==> config.mk <==
export PLATFORM = sky130hd
export DESIGN_NAME = ex_stage_flat
export DESIGN_NICKNAME = d
export VERILOG_FILES = /design/src/rtl/ex_stage_if.sv /design/src/rtl/ex_stage.sv /design/src/flat_wrapper.sv
export SDC_FILE = /design/constraint.sdc
export NUM_CORES = 1
export LEC_CHECK = 0
export ABC_AREA = 1
export ABC_CLOCK_PERIOD_IN_PS = 8700
export BUFFER_PORTS_ARGS = -buffer_cell sky130_fd_sc_hd__buf_2
export CORE_UTILIZATION = 45
export DETAILED_ROUTE_END_ITERATION = 8
export GPL_TIMING_DRIVEN = 0
export PLACE_DENSITY_LB_ADDON = 0.3
export SYNTH_ARGS = -nofsm -noshare
export SYNTH_HDL_FRONTEND = slang
export SYNTH_SLANG_ARGS = --single-unit
==> constraint.sdc <==
create_clock -name clk -period 8.7 [get_ports clk]
set_input_delay 2.175 -clock clk [delete_from_list [all_inputs] [get_ports clk]]
set_output_delay 2.175 -clock clk [all_outputs]
set_load 0.02 [all_outputs]
==> src/rtl/ex_stage_if.sv <==
// ex_stage_if: upstream handshake/payload, ALU drive/response and downstream handshake/payload of ex_stage.
// master = surrounding environment (producer, ALU, consumer); slave = the ex_stage itself.
interface ex_stage_if #(
    parameter int W  = 32,
    parameter int RW = 5
);
    logic          in_valid;
    logic          in_ready;
    logic [3:0]    in_op;
    logic [W-1:0]  in_a;
    logic [W-1:0]  in_b;
    logic [RW-1:0] in_rd;
    logic          in_we;
    logic          in_setf;
    logic          in_use_c;
    logic [RW-1:0] in_rs1;
    logic [RW-1:0] in_rs2;

    logic [W-1:0]  alu_a;
    logic [W-1:0]  alu_b;
    logic [3:0]    alu_op;
    logic          alu_cin;
    logic [W-1:0]  alu_result;
    logic          alu_z;
    logic          alu_c;
    logic          alu_v;
    logic          alu_n;

    logic          out_valid;
    logic          out_ready;
    logic [W-1:0]  out_result;
    logic [RW-1:0] out_rd;
    logic          out_we;
    logic [3:0]    flags;

    modport master (
        output in_valid, in_op, in_a, in_b, in_rd, in_we, in_setf, in_use_c, in_rs1, in_rs2,
        input  in_ready,
        input  alu_a, alu_b, alu_op, alu_cin,
        output alu_result, alu_z, alu_c, alu_v, alu_n,
        input  out_valid, out_result, out_rd, out_we, flags,
        output out_ready
    );

    modport slave (
        input  in_valid, in_op, in_a, in_b, in_rd, in_we, in_setf, in_use_c, in_rs1, in_rs2,
        output in_ready,
        output alu_a, alu_b, alu_op, alu_cin,
        input  alu_result, alu_z, alu_c, alu_v, alu_n,
        output out_valid, out_result, out_rd, out_we, flags,
        input  out_ready
    );
endinterface

==> src/rtl/ex_stage.sv <==
// ex_stage: two-register execute stage (S1 operands, S2 result) wrapped around an external combinational ALU.
// Optional feature: define EX_STAGE_FWD_EN to bypass the S2 result onto the ALU operands on a source-index match.
module ex_stage #(
    parameter int W  = 32,
    parameter int RW = 5
) (
    input logic       clk,
    input logic       rst,
    ex_stage_if.slave bus
);

    localparam int FLAG_C = 1;

    logic          s1_valid_r;
    logic [3:0]    s1_op_r;
    logic [W-1:0]  s1_a_r;
    logic [W-1:0]  s1_b_r;
    logic [RW-1:0] s1_rd_r;
    logic          s1_we_r;
    logic          s1_setf_r;
    logic          s1_use_c_r;

    logic          s2_valid_r;
    logic [W-1:0]  s2_result_r;
    logic [RW-1:0] s2_rd_r;
    logic          s2_we_r;
    logic [3:0]    flags_r;

    logic          s2_free_s;
    logic          s1_adv_s;
    logic          in_ready_s;
    logic          in_acc_s;
    logic [W-1:0]  opa_s;
    logic [W-1:0]  opb_s;

    // Stage handshake; in_ready depends only on occupancy and out_ready, never on in_valid.
    always_comb begin
        s2_free_s  = !s2_valid_r || bus.out_ready;
        s1_adv_s   = s1_valid_r && s2_free_s;
        in_ready_s = !s1_valid_r || s1_adv_s;
        in_acc_s   = bus.in_valid && in_ready_s;
    end

`ifdef EX_STAGE_FWD_EN
    logic [RW-1:0] s1_rs1_r;
    logic [RW-1:0] s1_rs2_r;
    logic          fwd_ok_s;

    // Operand select: the producer sitting in S2 overrides a stale register value.
    always_comb begin
        fwd_ok_s = s2_valid_r && s2_we_r && (s2_rd_r != {RW{1'b0}});
        if (fwd_ok_s && (s1_rs1_r == s2_rd_r)) begin
            opa_s = s2_result_r;
        end else begin
            opa_s = s1_a_r;
        end
        if (fwd_ok_s && (s1_rs2_r == s2_rd_r)) begin
            opb_s = s2_result_r;
        end else begin
            opb_s = s1_b_r;
        end
    end

    // Source indices travel with the operands through S1.
    always_ff @(posedge clk or posedge rst) begin
        if (rst) begin
            s1_rs1_r <= {RW{1'b0}};
            s1_rs2_r <= {RW{1'b0}};
        end else if (in_acc_s) begin
            s1_rs1_r <= bus.in_rs1;
            s1_rs2_r <= bus.in_rs2;
        end
    end
`else
    logic unused_rs_s;
    assign unused_rs_s = ^{bus.in_rs1, bus.in_rs2};

    // Operands come straight from S1; source indices have no effect in this build.
    always_comb begin
        opa_s = s1_a_r;
        opb_s = s1_b_r;
    end
`endif

    // S1: operand register, refilled in the same cycle it advances.
    always_ff @(posedge clk or posedge rst) begin
        if (rst) begin
            s1_valid_r <= 1'b0;
            s1_op_r    <= 4'b0000;
            s1_a_r     <= {W{1'b0}};
            s1_b_r     <= {W{1'b0}};
            s1_rd_r    <= {RW{1'b0}};
            s1_we_r    <= 1'b0;
            s1_setf_r  <= 1'b0;
            s1_use_c_r <= 1'b0;
        end else if (in_acc_s) begin
            s1_valid_r <= 1'b1;
            s1_op_r    <= bus.in_op;
            s1_a_r     <= bus.in_a;
            s1_b_r     <= bus.in_b;
            s1_rd_r    <= bus.in_rd;
            s1_we_r    <= bus.in_we;
            s1_setf_r  <= bus.in_setf;
            s1_use_c_r <= bus.in_use_c;
        end else if (s1_adv_s) begin
            s1_valid_r <= 1'b0;
        end
    end

    // S2: result register, held while the consumer stalls.
    always_ff @(posedge clk or posedge rst) begin
        if (rst) begin
            s2_valid_r  <= 1'b0;
            s2_result_r <= {W{1'b0}};
            s2_rd_r     <= {RW{1'b0}};
            s2_we_r     <= 1'b0;
        end else if (s1_adv_s) begin
            s2_valid_r  <= 1'b1;
            s2_result_r <= bus.alu_result;
            s2_rd_r     <= s1_rd_r;
            s2_we_r     <= s1_we_r;
        end else if (s2_valid_r && bus.out_ready) begin
            s2_valid_r  <= 1'b0;
        end
    end

    // Flags commit when the setting op leaves S1, so the next op in S1 sees them.
    always_ff @(posedge clk or posedge rst) begin
        if (rst) begin
            flags_r <= 4'b0000;
        end else if (s1_adv_s && s1_setf_r) begin
            flags_r <= {bus.alu_n, bus.alu_z, bus.alu_c, bus.alu_v};
        end
    end

    assign bus.in_ready   = in_ready_s;
    assign bus.alu_a      = opa_s;
    assign bus.alu_b      = opb_s;
    assign bus.alu_op     = s1_op_r;
    assign bus.alu_cin    = s1_use_c_r & flags_r[FLAG_C];
    assign bus.out_valid  = s2_valid_r;
    assign bus.out_result = s2_result_r;
    assign bus.out_rd     = s2_rd_r;
    assign bus.out_we     = s2_we_r;
    assign bus.flags      = flags_r;

endmodule

==> src/flat_wrapper.sv <==
// flat-port wrapper written by rule: the top's interface ports become plain ports
module ex_stage_flat 
#(
    parameter int W  = 32,
    parameter int RW = 5
)
  (clk, rst, bus_in_valid, bus_in_op, bus_in_a, bus_in_b, bus_in_rd, bus_in_we, bus_in_setf, bus_in_use_c, bus_in_rs1, bus_in_rs2, bus_in_ready, bus_alu_a, bus_alu_b, bus_alu_op, bus_alu_cin, bus_alu_result, bus_alu_z, bus_alu_c, bus_alu_v, bus_alu_n, bus_out_valid, bus_out_result, bus_out_rd, bus_out_we, bus_flags, bus_out_ready);
  ex_stage_if #(.W(W), .RW(RW)) bus_i ();
  input logic clk;
  input logic rst;
  input wire logic [$bits(bus_i.in_valid)-1:0] bus_in_valid;
  input wire logic [$bits(bus_i.in_op)-1:0] bus_in_op;
  input wire logic [$bits(bus_i.in_a)-1:0] bus_in_a;
  input wire logic [$bits(bus_i.in_b)-1:0] bus_in_b;
  input wire logic [$bits(bus_i.in_rd)-1:0] bus_in_rd;
  input wire logic [$bits(bus_i.in_we)-1:0] bus_in_we;
  input wire logic [$bits(bus_i.in_setf)-1:0] bus_in_setf;
  input wire logic [$bits(bus_i.in_use_c)-1:0] bus_in_use_c;
  input wire logic [$bits(bus_i.in_rs1)-1:0] bus_in_rs1;
  input wire logic [$bits(bus_i.in_rs2)-1:0] bus_in_rs2;
  output wire logic [$bits(bus_i.in_ready)-1:0] bus_in_ready;
  output wire logic [$bits(bus_i.alu_a)-1:0] bus_alu_a;
  output wire logic [$bits(bus_i.alu_b)-1:0] bus_alu_b;
  output wire logic [$bits(bus_i.alu_op)-1:0] bus_alu_op;
  output wire logic [$bits(bus_i.alu_cin)-1:0] bus_alu_cin;
  input wire logic [$bits(bus_i.alu_result)-1:0] bus_alu_result;
  input wire logic [$bits(bus_i.alu_z)-1:0] bus_alu_z;
  input wire logic [$bits(bus_i.alu_c)-1:0] bus_alu_c;
  input wire logic [$bits(bus_i.alu_v)-1:0] bus_alu_v;
  input wire logic [$bits(bus_i.alu_n)-1:0] bus_alu_n;
  output wire logic [$bits(bus_i.out_valid)-1:0] bus_out_valid;
  output wire logic [$bits(bus_i.out_result)-1:0] bus_out_result;
  output wire logic [$bits(bus_i.out_rd)-1:0] bus_out_rd;
  output wire logic [$bits(bus_i.out_we)-1:0] bus_out_we;
  output wire logic [$bits(bus_i.flags)-1:0] bus_flags;
  input wire logic [$bits(bus_i.out_ready)-1:0] bus_out_ready;
  assign bus_i.in_valid = bus_in_valid;
  assign bus_i.in_op = bus_in_op;
  assign bus_i.in_a = bus_in_a;
  assign bus_i.in_b = bus_in_b;
  assign bus_i.in_rd = bus_in_rd;
  assign bus_i.in_we = bus_in_we;
  assign bus_i.in_setf = bus_in_setf;
  assign bus_i.in_use_c = bus_in_use_c;
  assign bus_i.in_rs1 = bus_in_rs1;
  assign bus_i.in_rs2 = bus_in_rs2;
  assign bus_in_ready = bus_i.in_ready;
  assign bus_alu_a = bus_i.alu_a;
  assign bus_alu_b = bus_i.alu_b;
  assign bus_alu_op = bus_i.alu_op;
  assign bus_alu_cin = bus_i.alu_cin;
  assign bus_i.alu_result = bus_alu_result;
  assign bus_i.alu_z = bus_alu_z;
  assign bus_i.alu_c = bus_alu_c;
  assign bus_i.alu_v = bus_alu_v;
  assign bus_i.alu_n = bus_alu_n;
  assign bus_out_valid = bus_i.out_valid;
  assign bus_out_result = bus_i.out_result;
  assign bus_out_rd = bus_i.out_rd;
  assign bus_out_we = bus_i.out_we;
  assign bus_flags = bus_i.flags;
  assign bus_i.out_ready = bus_out_ready;
  ex_stage #(.W(W), .RW(RW)) u_core (.clk(clk), .rst(rst), .bus(bus_i));
endmodule
==> metrics.md <==
| Metric | Value |
|---|---|
| Final instance area | 6600 um2 |
| Ys Warns | 0 |
| Crit. Startpoint | bus_out_ready |
| Critical Path Sink Type | output port |
| Final hold violation count | 0 |
| Register share of total power | 40.6% |
| Nets | 896 |
| DP Area | 6090 um2 |
| Switching Share | 32.8% |
| Setup Fix Bufs, Post-CTS | 0 |
| Pwr per Cell Area | 271 nW/um2 |
| Chip Height | 105 um |
| Total gr overflow | 0 |
| Largest net degree at the start of global routing | 65 |
| Clock Tree Root | clkbuf_8 |
| Setup tns final | 0 ns |
| Die Width | 105 um |
| Period Utilization, post-route | 58.5% |
| Register area share after synthesis | 63.3% |
| Synth Instances | 523 |
| Reg-to-reg endpoint | u_core.bus.alu_b[10] |
| DR vias | 4485 |
| Synthesized cell area | 4750 um2 |
| Vias in the first global route | 4424 |
| Drt pass-1 iters | 4 |
| Met2 wire len | 6110 um |
| Final setup skew | 0.00706 ns |
| Met3 wire length | 1020 um |
| Clk pwr share | 33.5% |
| Netlist cell types | 12 |
| Placer Congestion | 0.810 |
| Vias/cell | 4.90 |
| RSZ-0062 raised after global routing | no |
| Total leakage power | 3.83 nW |
| Actual slew at the worst max-slew pin | 0.518 ns |
| CP Data Required Time | 6.53 ns |
| Outcome | finished clean |
| Maximum vdd drop | 0.000131 V |
| Crit Path Class | input port to output port |
| Min Tclk post-route | 5.09 ns |
| Combinational cell fraction of total power | 25.9% |
| # diodes | 0 |
| Final setup violation count | 0 |
| Clock Sinks | 120 |
| Layout cells sized above 1 | 35.9% |
| Internal power | 0.00120 W |
| Psw | 0.000586 W |
| Die ar. | 11000 um2 |
| Hold-fix buffers at CTS | 0 |
| Slew Limit Headroom | 65.5% |
| Core footprint | 10300 um2 |
| Post-Syn Nets | 649 |
| Routed WL | 12600 um |
| Initial core utilization | 46.2% |
| Clk Latency, worst-skew pair | 0.49 ns |
| Pins Over Slew Limit | 0 |
| IO Port Bufs | 227 |
| Antenna viol nets, final | 0 |
| Top Layer Used | met5 |
| RR Startpoint | u_core.s1_valid_r |
| DR iter-0 viols | 301 |
| Max Cap Viol | 0 |
| CTS Buf Count | 17 |
| All-Layer GR Usage | 24.5% |
| Worst min path class | flip-flop to flip-flop |
| Critical path fanouts, max | 10 |
| Initial antenna violation count | 2 |
| CTS resizes | 0 |
| Syn Area/Cell | 9.08 um2 |
| Worst-path clk slew | 0.05 ns |
| Number of synthesized register bits | 120 |
| Crit path capture | bus_in_ready |
| First-pass GRT wire length | 21000 um |
| DP HPWL | 9300 um |
| Total power draw | 0.00178 W |
| Layout Area Growth over Synthesis | 39.0% |
| CTS tree | yes |
| Worst slack at placement | 3.59 ns |
| Routed len/inst | 13.8 um |
| Min setup slack post-route | 3.61 ns |
| Num rows | 37 |
| Worst-case reg-to-reg path depth | 7 |
| Top Ports | 239 |
| H-tree levels | 4 |
| M1 WL | 5320 um |
| Clock tree buffer depth | 2 |
| DRC | 0 |
| Fmax | 0.196 GHz |
| Reg-to-reg slack, setup | 7.29 ns |
| Worst min-delay path startpoint | u_core.bus.alu_b[27] |
| Kind of start point of the critical path | input port |
| Critical Path AT | 2.92 ns |
power by group through the flow:
| stage | logic, W | clock network [W] | registers (W) |
|---|---|---|---|
| 6_report | 0.000462 | 0.000599 | 0.000724 |
| 5_1_grt | 0.000507 | 0.000641 | 0.000736 |
| 3_3_place_gp | 0.000456 | 0 | 0.000726 |
| 4_1_cts | 0.000467 | 0.000610 | 0.000723 |
| 3_5_place_dp | 0.000467 | 0 | 0.000730 |
| 2_1_floorplan | 0.000155 | 0 | 0.000856 |
worst min-delay path by stage:
stage	end	slack [ns]	depth (start not counted)
finish	u_core.bus.alu_b[27]	0.46	2
global route	u_core.bus.alu_b[27]	0.49	2
CTS	u_core.bus.out_result[23]	0.47	2
detailed placement	u_core.bus.out_result[23]	0.45	2
global placement	u_core.bus.out_result[21]	0.45	2
floorplan	u_core.s1_use_c_r	0.44	2
placed cells by master (no fill, tap or decap), drive strengths merged:
cell,synthesis,final
nand2,242,242
clkbuf,14,38
clkinv,0,4
buf,24,252
nand4,4,4
inv,3,3
nand3,116,116
dfrtp,120,120
flip-flops by register name, indices dropped and copies added (netlist names), 4 cells and up:
signal / flops
u_core.bus.out_rd: 5
u_core.s1_rd_r: 5
u_core.bus.out_result: 32
u_core.bus.flags: 4
u_core.bus.alu_a: 32
u_core.bus.alu_b: 32
u_core.bus.alu_op: 4
kinds of logic after synthesis:
| logic type | Yosys count | share of synthesized area, % |
|---|---|---|
| buf+inv | 41 | 4.48 |
| simple gates | 362 | 32.3 |
| flops | 120 | 63.3 |
cell type report:
cell class	instances	area, um2
clock inverter	4	20.0
inverter	3	16.3
timing repair buffer	228	1160
fill	913	3680
buffer	38	201
multi-input combinational	362	1530
tap	136	170
clock buffer	24	490
sequential	120	3000
through the flow:
| stage | hold slack [ns] | cells | util (%) |
|---|---|---|---|
| floorplan | 0.442 | 523 | - |
| global placement | 0.448 | 886 | 58.9 |
| detailed placement | 0.453 | 887 | 59.2 |
| CTS | 0.466 | 915 | 64.2 |
| global route | 0.487 | 915 | 64.2 |
| finish | 0.462 | 915 | 64.2 |
Yosys cell counts (all sizes together):
master  count  area, um2
clkbuf     14       52.6
nand2     242        913
buf        24        149
dfrtp     120       3000
inv         3       11.3
nand4       4       25.0
nand3     116        593
critical path, cell delays in order:
cell	delay, ns
buf_2	0.09
inv_1	0.11
nand3_4	0.14
buf_2	0.22
buf_2	0.17
metal layers:
metal | vias up | global-route usage [%]
met5 | - | 0
met4 | 4 | 7.14
met3 | 15 | 8.61
met2 | 171 | 39.4
met1 | 2133 | 31.4
li1 | 2162 | -
Power figures use the tool's default switching activity.
